**config.mk**
```make
export PLATFORM = sky130hd
export DESIGN_NAME = fir_post_decim
export DESIGN_NICKNAME = d
export VERILOG_FILES = /design/src/rtl/fir_post_pkg.sv /design/src/rtl/axis_sync_fifo.sv /design/src/rtl/fir_post_decim.sv
export SDC_FILE = /design/constraint.sdc
export NUM_CORES = 1
export LEC_CHECK = 0
export CORE_MARGIN = 2
export CORE_UTILIZATION = 35
export DETAILED_ROUTE_END_ITERATION = 7
export HOLD_SLACK_MARGIN = 0.03
export PLACE_DENSITY = 0.56
export SKIP_LAST_GASP = 1
export SLEW_MARGIN = 0
export SYNTH_ARGS = -nofsm -noshare
export SYNTH_HDL_FRONTEND = slang
export SYNTH_SLANG_ARGS = --single-unit
```
**constraint.sdc**
```tcl
create_clock -name axis_clk -period 9 [get_ports axis_clk]
set_input_delay 0.9 -clock axis_clk [delete_from_list [all_inputs] [get_ports axis_clk]]
set_output_delay 0.9 -clock axis_clk [all_outputs]
set_load 0.005 [all_outputs]
```
**src/rtl/fir_post_pkg.sv**
```systemverilog
// rtl/fir_post_pkg.sv - shared state type, widths and shift/round/saturate arithmetic for fir_post_decim
package fir_post_pkg;

    localparam int P_DATA_WIDTH = 32;
    localparam int P_OUT_WIDTH  = 16;

    typedef enum logic [1:0] {
        ST_IDLE  = 2'd0,
        ST_RUN   = 2'd1,
        ST_DRAIN = 2'd2
    } state_t;

    localparam logic [P_OUT_WIDTH-1:0] P_SAT_MAX = {1'b0, {(P_OUT_WIDTH-1){1'b1}}};
    localparam logic [P_OUT_WIDTH-1:0] P_SAT_MIN = {1'b1, {(P_OUT_WIDTH-1){1'b0}}};

    // Bounds sign-extended to the one-bit-wider working width used for rounding
    localparam logic signed [P_DATA_WIDTH:0] P_SAT_MAX_X =
        {{(P_DATA_WIDTH-P_OUT_WIDTH+1){1'b0}}, P_SAT_MAX};
    localparam logic signed [P_DATA_WIDTH:0] P_SAT_MIN_X =
        {{(P_DATA_WIDTH-P_OUT_WIDTH+1){1'b1}}, P_SAT_MIN};

    typedef struct packed {
        logic                   sat;
        logic [P_OUT_WIDTH-1:0] data;
    } srs_t;

    function automatic srs_t shift_round_sat(input logic [P_DATA_WIDTH-1:0] x,
                                             input logic [4:0]              s);
        logic signed [P_DATA_WIDTH:0] v;
        srs_t                         r;
        v = {x[P_DATA_WIDTH-1], x};
        if (s != 5'd0) begin
            v = v + ((P_DATA_WIDTH+1)'(1) << (s - 5'd1));
        end
        v = v >>> s;
        if (v > P_SAT_MAX_X) begin
            r.sat  = 1'b1;
            r.data = P_SAT_MAX;
        end else if (v < P_SAT_MIN_X) begin
            r.sat  = 1'b1;
            r.data = P_SAT_MIN;
        end else begin
            r.sat  = 1'b0;
            r.data = v[P_OUT_WIDTH-1:0];
        end
        return r;
    endfunction

endpackage

```
**src/rtl/axis_sync_fifo.sv**
```systemverilog
// rtl/axis_sync_fifo.sv - synchronous FIFO with register-array head and occupancy count
module axis_sync_fifo #(
    parameter int WIDTH = 17,
    parameter int DEPTH = 4
) (
    input  logic                   clk,
    input  logic                   rst,
    input  logic                   push,
    input  logic [WIDTH-1:0]       push_data,
    input  logic                   pop,
    output logic [WIDTH-1:0]       head_data,
    output logic [$clog2(DEPTH):0] count
);
    localparam int AW = $clog2(DEPTH);
    localparam logic [AW:0] FULL_CNT = (AW+1)'(DEPTH);

    logic [WIDTH-1:0] mem [DEPTH];
    logic [AW-1:0]    wr_ptr;
    logic [AW-1:0]    rd_ptr;
    logic             push_ok;
    logic             pop_ok;

    // A push while full is dropped even if a pop frees a slot this cycle
    assign push_ok   = push && (count != FULL_CNT);
    assign pop_ok    = pop && (count != '0);
    assign head_data = mem[rd_ptr];

    always_ff @(posedge clk) begin
        if (rst) begin
            wr_ptr <= '0;
            rd_ptr <= '0;
            count  <= '0;
            for (int i = 0; i < DEPTH; i++) begin
                mem[i] <= '0;
            end
        end else begin
            if (push_ok) begin
                mem[wr_ptr] <= push_data;
                wr_ptr      <= wr_ptr + AW'(1);
            end
            if (pop_ok) begin
                rd_ptr <= rd_ptr + AW'(1);
            end
            if (push_ok && !pop_ok) begin
                count <= count + (AW+1)'(1);
            end else if (pop_ok && !push_ok) begin
                count <= count - (AW+1)'(1);
            end
        end
    end

endmodule

```
**src/rtl/fir_post_decim.sv**
```systemverilog
// rtl/fir_post_decim.sv - FIR output post-processing: round/shift/saturate, decimate, buffer, count
module fir_post_decim
    import fir_post_pkg::*;
#(
    parameter int pDATA_WIDTH = P_DATA_WIDTH,
    parameter int pOUT_WIDTH  = P_OUT_WIDTH,
    parameter int pFIFO_DEPTH = 4
) (
    input  logic                   axis_clk,
    input  logic                   axis_rst,
    input  logic [4:0]             cfg_shift,
    input  logic [3:0]             cfg_decim,
    input  logic                   ss_tvalid,
    input  logic [pDATA_WIDTH-1:0] ss_tdata,
    input  logic                   ss_tlast,
    output logic                   ss_tready,
    output logic                   sm_tvalid,
    output logic [pOUT_WIDTH-1:0]  sm_tdata,
    output logic                   sm_tlast,
    input  logic                   sm_tready,
    output logic                   busy,
    output logic [31:0]            stat_in_cnt,
    output logic [31:0]            stat_out_cnt,
    output logic [31:0]            stat_sat_cnt
);
    localparam int CW = $clog2(pFIFO_DEPTH) + 1;
    localparam logic [CW-1:0] FULL_CNT = CW'(pFIFO_DEPTH);

    state_t          state;
    logic [4:0]      shift_q;
    logic [3:0]      decim_q;
    logic [3:0]      phase;
    logic [4:0]      cur_shift;
    logic [3:0]      cur_decim;
    logic [3:0]      cur_phase;
    logic [3:0]      next_phase;
    logic            accept;
    logic            keep;
    logic            push;
    logic            pop;
    srs_t            res;
    logic [CW-1:0]   fifo_count;
    logic [pOUT_WIDTH:0] fifo_head;

    assign ss_tready = !axis_rst && (state != ST_DRAIN) && (fifo_count != FULL_CNT);
    assign sm_tvalid = (fifo_count != '0);
    assign sm_tdata  = fifo_head[pOUT_WIDTH:1];
    assign sm_tlast  = fifo_head[0];
    assign accept    = ss_tvalid && ss_tready;
    assign pop       = sm_tvalid && sm_tready;

    // The first beat of a frame is processed with the live config it latches
    always_comb begin
        cur_shift = shift_q;
        cur_decim = decim_q;
        cur_phase = phase;
        if (state == ST_IDLE) begin
            cur_shift = cfg_shift;
            cur_decim = (cfg_decim == 4'd0) ? 4'd1 : cfg_decim;
            cur_phase = 4'd0;
        end
        next_phase = (cur_phase == cur_decim - 4'd1) ? 4'd0 : cur_phase + 4'd1;
        keep       = (cur_phase == 4'd0) || ss_tlast;
        push       = accept && keep;
        res        = shift_round_sat(ss_tdata, cur_shift);
    end

    axis_sync_fifo #(
        .WIDTH (pOUT_WIDTH + 1),
        .DEPTH (pFIFO_DEPTH)
    ) u_fifo (
        .clk       (axis_clk),
        .rst       (axis_rst),
        .push      (push),
        .push_data ({res.data, ss_tlast}),
        .pop       (pop),
        .head_data (fifo_head),
        .count     (fifo_count)
    );

    always_ff @(posedge axis_clk) begin
        if (axis_rst) begin
            state        <= ST_IDLE;
            busy         <= 1'b0;
            shift_q      <= 5'd0;
            decim_q      <= 4'd1;
            phase        <= 4'd0;
            stat_in_cnt  <= 32'd0;
            stat_out_cnt <= 32'd0;
            stat_sat_cnt <= 32'd0;
        end else begin
            if (accept) begin
                stat_in_cnt <= stat_in_cnt + 32'd1;
            end
            if (push && res.sat) begin
                stat_sat_cnt <= stat_sat_cnt + 32'd1;
            end
            if (pop) begin
                stat_out_cnt <= stat_out_cnt + 32'd1;
            end
            case (state)
                ST_IDLE: begin
                    if (accept) begin
                        shift_q <= cur_shift;
                        decim_q <= cur_decim;
                        phase   <= next_phase;
                        busy    <= 1'b1;
                        state   <= ss_tlast ? ST_DRAIN : ST_RUN;
                    end
                end
                ST_RUN: begin
                    if (accept) begin
                        phase <= next_phase;
                        if (ss_tlast) begin
                            state <= ST_DRAIN;
                        end
                    end
                end
                ST_DRAIN: begin
                    if (fifo_count == '0) begin
                        state <= ST_IDLE;
                        busy  <= 1'b0;
                    end
                end
                default: begin
                    state <= ST_IDLE;
                    busy  <= 1'b0;
                end
            endcase
        end
    end

endmodule

```
Word level (Yosys, flattened, before mapping) --
Memories as Yosys holds them, arrays and structs flattened. A register that Yosys moved wholly into a read port is not among the register bits. Index checks and enable logic that the tools add are counted.
Word-level totals: bits in registers 119, bits in writable memories 68, word-level logic and storage cells 93, memories 1
Cells by class: add/subtract/negate cells 11, $lt $le $gt $ge 2, equality and inequality tests 9, shift-type cells 2, muxes and demuxes 29, bitwise gates (word level) 1, reduce and logical (&&, ||, !) cells 27
Memories:
- u_fifo.mem | words 4, width 17, read ports 1, clocked after memory_dff 1, write ports 4, line axis_sync_fifo.sv:17 | logic [WIDTH-1:0] mem [DEPTH];
Operators with widths (count):
- $add 32x1->32 const B | 3
- $mux 17 | 3
- $add 32x33->33 | 1
- $gt 33x16->1 const B | 1
- $lt 33x16->1 const B | 1
- $mux 33 | 1
- $shl 1x5->33 const A | 1
- $sshr 33x5->33 | 1
- $reduce_or 17->1 | 1
- $mux 2 | 8
- $mux 4 | 4
- $logic_and 1x1->1 | 10
- $ne 2x2->1 const B | 5
- $logic_not 4->1 | 2
- $mux 1 | 8
- $mux 3 | 2
- $pmux 2 s3 | 1
- $mux 5 | 1
- $reduce_bool 5->1 | 1
- $sub 5x1->5 const B | 1
- $add 2x1->2 const B | 2
- $add 4x1->4 const B | 1
- $eq 4x4->1 | 1
- $reduce_and 2->1 | 2
- other kinds (17) | 19

Longest topological paths before layout --
Gate-level depths: netlist of the first run.
word-level depth 11, depth in mapped cells 29, gate-level depth less buffers 21

By module --
From an unflattened synthesis of the first run, not the netlist that was laid out.
Second synthesis, totals: cells, all modules 1685, area, all modules 14012.2 um^2
Modules (own cells, without submodules):
- fir_post_decim | instances 1, cells an instance 1475, area an instance 10622.7 um^2, seq. area each 2242.2 um^2
- axis_sync_fifo | instances 1, cells an instance 210, area an instance 3389.5 um^2, seq. area each 2222.1 um^2

Worst setup path after synthesis of the first run --
OpenSTA, ideal clock, no wires.
kind register to register, start point register state[0], end point memory u_fifo.mem[0][4] (data pin), library setup time 267 ps, arrival time 6360 ps, data required time 8733 ps, setup slack 2372 ps, cell stages (with the launch flop) 28, path buffers 9, cell sequence dfxtp_1 buf_2 nor2_4 buf_2 mux2i_1 clkbuf_1 buf_1 buf_1 clkbuf_1 nand3_1 nor2_1 ha_1 buf_2 a21oi_1 o21ai_0 a22o_1 or3_1 or3_1 a31oi_1 and2_1 a2bb2oi_2 a211o_1 or4_4 nor3_4 or4_1 buf_2 buf_4 o31ai_1
RTL lines:
- from (decl) | line fir_post_decim.sv:29 | state_t state;
- from (signal assigned) | line fir_post_decim.sv:108 | state <= ss_tlast ? ST_DRAIN : ST_RUN;
- to (decl) | line axis_sync_fifo.sv:17

==> flow_summary.ini, run 1 <==
[placed_design]
gp_congestion = 1.034
port_buffers = 161
dpl.hpwl_um = 38560

[synthesis]
synth_edf_count = 68
synthFlopType = dfxtp_1
syn_inst = 1822
ys_types = 96
avgSynthCellArea_um2 = 8.011
ys_seq_elements = 189
synth_fp_nets = 1909
netlist_area_um2 = 14600
async_flop_share_pct = 0
yosys_warnings = 0
seq_area_frac_synth_pct = 30.58

[floorplan]
rows = 74
pin_count = 162
die_h_um = 208.2
core_area_um2 = 41020
die_w_um = 208.2
die_area_um2 = 43350
start_util_pct = 35.59

[sta]
rsz0062_at_grt = no
setup_viol = 0
fin_crit_ns = 7.764
maxSlewViolCount = 0
tns_ns = 0
clock_skew_ns = 0.01886
worst_pin_slew_ns = 0.8920
slew_headroom_pct = 40.32
max_freq_ghz = 0.1288
hold_viol_final = 0
fin_crit_sh_pct = 86.26

[global_routing]
grt_pass1_vias = 14070
grt_pass1_wl_um = 81390
grt_max_degree = 81
overflow = 0
grtUsageTotal_pct = 23.63
antenna_found_initial = 1

[power_and_ir_drop]
power_frac_seq_pct = 32.3
power_switching_w = 0.001203
power_frac_clock_pct = 26.4
p_leak_nw = 6.357
swShare_pct = 38.22
combinationalPowerShare_pct = 41.3
power_density_nw_per_um2 = 181.7
vdd_drop_max_uv = 155.1
intPower_w = 0.001945

[route]
vias = 14720
drc = 0
firstDrtPassIters = 6
wl_per_cell_um = 21.04
drt_first_iter_violations = 1420
ant_nets = 0
wirelength_um = 51780
avgViaCountPerCell = 5.980

[worst_setup_path]
crit_slowest_cell = o2111ai_1
critPathTopFamily = compound AO/OA/AOI/OAI gates
cp.buffers_inverters = 2
path_cells = clkdlybuf4s50_1, or4_4, o31a_1, xnor2_1, nand2b_1, nor2_1, ha_1, inv_1, fa_1, nand2b_1, a21oi_1, o21ai_1, a31o_2, mux2i_1, o2111ai_1, nor2_1, a211oi_1, o22ai_1, or4_4, nor3_4, or4_1, o31ai_1
end_kind = flop
critPathLaunchType = input pin
path_max_fanout = 14
worstPathArrival_ns = 7.93
crit_required_ns = 9.17
criticalPathCategory = input pin to flop
slowest_delay_ns = 0.64

[cells_and_area]
area_growth_pct = 18.69
multi_input_area_um2 = 9549
fin_util_pct = 42.24
register_area_um2 = 4464
nets = 2002
drive_gt1_share_pct = 7.417
fillers = 4167

[clock_tree]
clockBufferDepth = 2
clock_sinks = 189
cts_tree = done
cts_resized = 0
clock_latency_ns = 0.45
root_buffer = clkbuf_16
cts_setup_buffers = 0
clkTransAtPathRegs_ns = 0.07
cts_hold_buf = 0
cts_buffers = 17
htreeDepth = 4

[worst_hold_path]
hold_class = flop to flop

[status]
outcome = complete, no violations

[job]
drv_cap = 0
-- layout by cell type (no fill, tap or decap), types with 19 or more instances in the layout --
master	n
o31ai_1	33
and3_1	23
inv_1	32
nand2_1	206
nor2b_1	20
mux2i_1	38
a21oi_1	125
o211ai_1	19
ha_1	39
mux2_2	21
nor2_1	235
xnor2_1	24
nand4_1	36
nand3_1	79
xor2_1	54
or3_1	24
clkbuf_16	19
dfxtp_1	121
o21ai_0	114
clkdlybuf4s50_1	160
nor3_1	37
buf_4	35
edfxtp_1	68
a211oi_1	37
-- tightest hold or removal path: stages (launching register included) --
cell     delay [ns]
dfxtp_1        0.31
o21ai_0        0.07
a21oi_1        0.06
-- cells in the mapped netlist, types with 19 or more instances --
master,n,area share (%)
mux2_2,21,1.6
o21ai_0,114,3.9
o31ai_1,33,1.7
nor2b_1,20,0.86
or3_1,24,1.0
nor2_1,235,6.0
o211ai_1,19,0.98
ha_1,39,3.3
buf_2,32,1.1
nand3_1,79,2.7
a211oi_1,37,1.9
and3_1,23,0.99
xor2_1,54,3.2
a21oi_1,126,4.3
xnor2_1,24,1.4
nor3_1,37,1.3
edfxtp_1,68,14
nand4_1,36,1.5
dfxtp_1,121,17
nand2_1,206,5.3
mux2i_1,40,2.7
inv_1,32,0.82
clkbuf_1,68,1.7
-- flip-flops by register name, indices dropped and copies added, names as in the netlist, named ones only --
| signal | cells |
|---|---|
| u_fifo.mem | 68 |
| stat_in_cnt | 32 |
| stat_out_cnt | 32 |
| stat_sat_cnt | 32 |
| shift_q | 5 |
| decim_q | 4 |
| phase | 4 |
| u_fifo.count | 3 |
| state | 2 |
| u_fifo.rd_ptr | 2 |
| u_fifo.wr_ptr | 2 |
| busy | 1 |
-- per-stage QoR --
step / std cells / power (W) / hold slack, ns / setup WS, ns / instance area (um2)
6_report: 2461 / 0.003148 / 0.4842 / 1.236 / 17320
5_1_grt: 2460 / 0.003314 / 0.4993 / 0.7359 / 17320
4_1_cts: 2460 / 0.003151 / 0.4807 / 1.416 / 17320
3_5_place_dp: 2428 / 0.002313 / 0.4703 / 0.9408 / 16670
3_3_place_gp: 2428 / 0.002310 / 0.4655 / 1.141 / 16670
2_1_floorplan: 1822 / 0.001851 / 0.4531 / 2.372 / 14600
-- layout make-up --
| class | count | area share (%) |
|---|---|---|
| inverter | 33 | 0.7150 |
| timing repair buffer | 195 | 10.76 |
| clock buffer | 22 | 2.925 |
| antenna | 1 | 0.01444 |
| tap | 532 | 3.842 |
| clock inverter | 10 | 0.8522 |
| sequential | 189 | 25.77 |
| multi-input combinational | 1479 | 55.12 |
-- per-layer routing --
layer	wire, um	GRT usage [%]	vias to the layer above
li1	-	-	6988
met1	22400	31.45	7027
met2	23600	37.97	616
met3	4324	5.555	87
met4	1460	7.293	0
met5	0	0	-
-- power by group through the flow --
stage / Sequential (W) / Clock (W) / Combinational (W)
2_1_floorplan: 0.00101 / 0 / 0.000838
3_3_place_gp: 0.00103 / 0 / 0.00128
3_5_place_dp: 0.00104 / 0 / 0.00128
4_1_cts: 0.00102 / 0.000851 / 0.00128
5_1_grt: 0.00103 / 0.000888 / 0.00140
6_report: 0.00102 / 0.000831 / 0.00130
-- path summary, 6_finish.rpt --
kind,start,endpoint,slack [ns],depth (start not counted)
max,cfg_shift[1],u_fifo.mem[0][2],1.24,22
min,decim_q[2],decim_q[2],0.48,2
max reg2reg,state[0],u_fifo.mem[0][2],1.27,21
min reg2reg,decim_q[2],decim_q[2],0.48,2
-- cells by family (layout without fill, tap and decap cells) --
kind of cell / count (synthesis) / count (layout) / synth area share [%]
muxes: 91 / 91 / 8.178
AOI/OAI and AO/OA: 502 / 502 / 23.10
xor gates and xnor gates: 78 / 78 / 4.680
other: 0 / 1 / 0
adders and majority gates: 41 / 41 / 3.617
buffers and inverters: 154 / 260 / 4.492
and+or+nand+nor: 767 / 767 / 25.35
DFF: 189 / 189 / 30.58
No activity file was read; power rests on OpenSTA's default activity.
==> inputs of run 2 (changes only) <==
SLEW_MARGIN = 20   (was 0)
clock period = 9.6 ns   (was 9 ns; I/O delays follow)
==> run 2 against run 1 <==
  * Routed wire length rose by 0.40%
  * Clock power fell by 14%
  * Power down 8.4%
  * Combinational power decreased by 6%
  * Die area is the same
  * First-iteration DRC count is 1.4% higher
  * Count of clock-buffer cells in the layout stayed put
  * Sequential share of layout area grew 0.15 points
  * Worst setup slack better by 0.14 ns
  * Worst hold slack lost 0.0032 ns
  * Largest cell class unchanged
  * Largest power group unchanged
==> flow_summary.ini, run 2 (synthesis gave the netlist of run 1 again) <==
[clock_tree]
htreeDepth = 4
root_buffer = clkbuf_16
clock_latency_ns = 0.45
clock_sinks = 189
clkTransAtPathRegs_ns = 0.07
cts_resized = 0
cts_hold_buf = 0
clockBufferDepth = 2
cts_setup_buffers = 0
cts_tree = done
cts_buffers = 17

[route]
firstDrtPassIters = 6
avgViaCountPerCell = 6.046
ant_nets = 0
dr_wl_met2_um = 23510
wirelength_um = 51990
vias = 14850
wl_per_cell_um = 21.17
drc = 0
wl_met3_um = 4367
drt-met1-wl_um = 22590
drt_first_iter_violations = 1440
highest_layer = met5

[cells_and_area]
mostFrequentLayoutCells = nor2_1 (235), nand2_1 (206), clkdlybuf4s50_1 (160), a21oi_1 (125), dfxtp_1 (121)
drive_gt1_share_pct = 7.173
fin_area_um2 = 17220
final_common_cell = nor2_1
fillers = 4167
nets = 1998
largest_reg_flops = 68
multi_input_area_um2 = 9549
fin_util_pct = 41.99
register_area_um2 = 4464
area_growth_pct = 17.98
diodes = 0
largest-register = u_fifo.mem

[worst_setup_path]
crit_required_ns = 9.85
crit_slowest_cell = o21ai_0
end_kind = flop
path_max_fanout = 37
path_cells = nor2_4, mux2i_4, buf_4, nand2_1, nor3_1, ha_1, o211ai_1, o21ai_0, nand3_1, nand2_1, o31ai_1, o211ai_1, a2bb2oi_1, o221ai_1, nor4_1, nand4bb_1, o41ai_4, buf_4, a21oi_2, buf_4, o31ai_1
r2r_cells = 21
worstPathArrival_ns = 8.47
criticalPathCategory = flop to flop
critPathLaunchType = flop
regToRegSetupSlack_ns = 1.38
timing.rr.end = u_fifo.mem[3][4]
reg2reg_from = state[0]
slowest_delay_ns = 0.75
critPathMostFrequentCell = buf_4

[placed_design]
gp_congestion = 0.9842
dpl_cell_area_um2 = 16640
place_worst_setup_slack_ns = 1.371
dpl.hpwl_um = 38350
port_buffers = 161

[worst_hold_path]
hold-path-endpoint = decim_q[2]
hold_depth = 2
hold_class = flop to flop
hp-start = decim_q[2]

[global_routing]
overflow = 0
grtUsageTotal_pct = 23.58
grt_max_degree = 83
grt_pass1_vias = 14150
grt_pass1_wl_um = 81670
antenna_found_initial = 1

[power_and_ir_drop]
p_leak_nw = 6.298
vdd_drop_max_uv = 140.1
power_density_nw_per_um2 = 167.5

[sta]
tns_ns = 0
fin_crit_sh_pct = 85.64
setup_viol = 0
rsz0062_at_grt = no
hold_viol_final = 0
slew_headroom_pct = 35.21
maxSlewViolCount = 0
worst_pin_slew_ns = 0.9683
layout_setup_ws_ns = 1.378
clock_skew_ns = 0.008535
fin_crit_ns = 8.222
max_freq_ghz = 0.1216

[floorplan]
pin_count = 162
die_h_um = 208.2
die_w_um = 208.2
start_util_pct = 35.59
core_area_um2 = 41020
die_area_um2 = 43350
rows = 74

[job]
drv_cap = 0

[status]
outcome = complete, no violations
-- run 2: cell count changes in the layout (fill, tap and decap cells not counted) --
| cell | previous run | this run |
|---|---|---|
| clkbuf_1 | 1 | 2 |
| buf_4 | 35 | 31 |
| clkbuf_16 | 19 | 18 |
| bufinv_16 | 2 | 1 |
| bufinv_8 | 2 | 0 |
| clkinv_4 | 0 | 1 |
| clkinv_2 | 0 | 2 |
| inv_8 | 1 | 0 |
| diode_2 | 1 | 0 |
| inv_6 | 4 | 5 |
-- run 2: critical path: cells and delay by family, from the launching register on --
| kind | cells | cell delay (ns) |
|---|---|---|
| buffers and inverters | 3 | 0.96 |
| AOI/OAI and AO/OA | 9 | 3.09 |
| DFF | 1 | 0.46 |
| and+or+nand+nor | 7 | 2.82 |
| adders and majority gates | 1 | 0.27 |
| muxes | 1 | 0.40 |
-- run 2: how the worst max path moves through the flow --
stage                       startpoint           endpoint  slack, ns  depth (start not counted)
after floorplan           cfg_shift[3]   u_fifo.mem[0][4]       2.96                         24
after global placement    cfg_shift[1]  u_fifo.mem[0][10]       1.47                         24
final                         state[0]   u_fifo.mem[3][4]       1.38                         21
after CTS                     state[0]  u_fifo.mem[0][12]       1.66                         20
after detailed placement  cfg_shift[1]  u_fifo.mem[0][12]       1.37                         24
after global routing          state[0]  u_fifo.mem[0][10]       0.86                         20
-- run 2: routing by layer --
metal | up-vias | track usage (%)
met1 | 7123 | 31.73
met2 | 635 | 37.26
met4 | 2 | 7.889
met3 | 100 | 5.389
li1 | 6988 | -
met5 | - | 0
-- run 2: layout make-up --
cell class / instances / area share, %
repair buffers: 191 / 10.65
clock inverters: 10 / 0.5740
multi-input cells: 1479 / 55.45
well taps: 532 / 3.865
inverters: 33 / 0.7193
flip-flops and latches: 189 / 25.92
clock buffers: 22 / 2.819
-- run 2: stage by stage --
| stage | std cells | hold WS (ns) | total power [W] |
|---|---|---|---|
| 3_5_place_dp | 2424 | 0.4753 | 0.002166 |
| 5_1_grt | 2456 | 0.5117 | 0.003044 |
| 6_report | 2456 | 0.4810 | 0.002884 |
| 3_3_place_gp | 2424 | 0.4688 | 0.002165 |
| 4_1_cts | 2456 | 0.4847 | 0.002884 |
| 2_1_floorplan | 1822 | 0.4531 | 0.001735 |
-- run 2: power by group --
group / internal (W) / total [W] / switching [W]
combinational: 0.000453 / 0.00122 / 0.000765
clock: 0.000391 / 0.000713 / 0.000322
sequential: 0.000907 / 0.000952 / 0.0000449
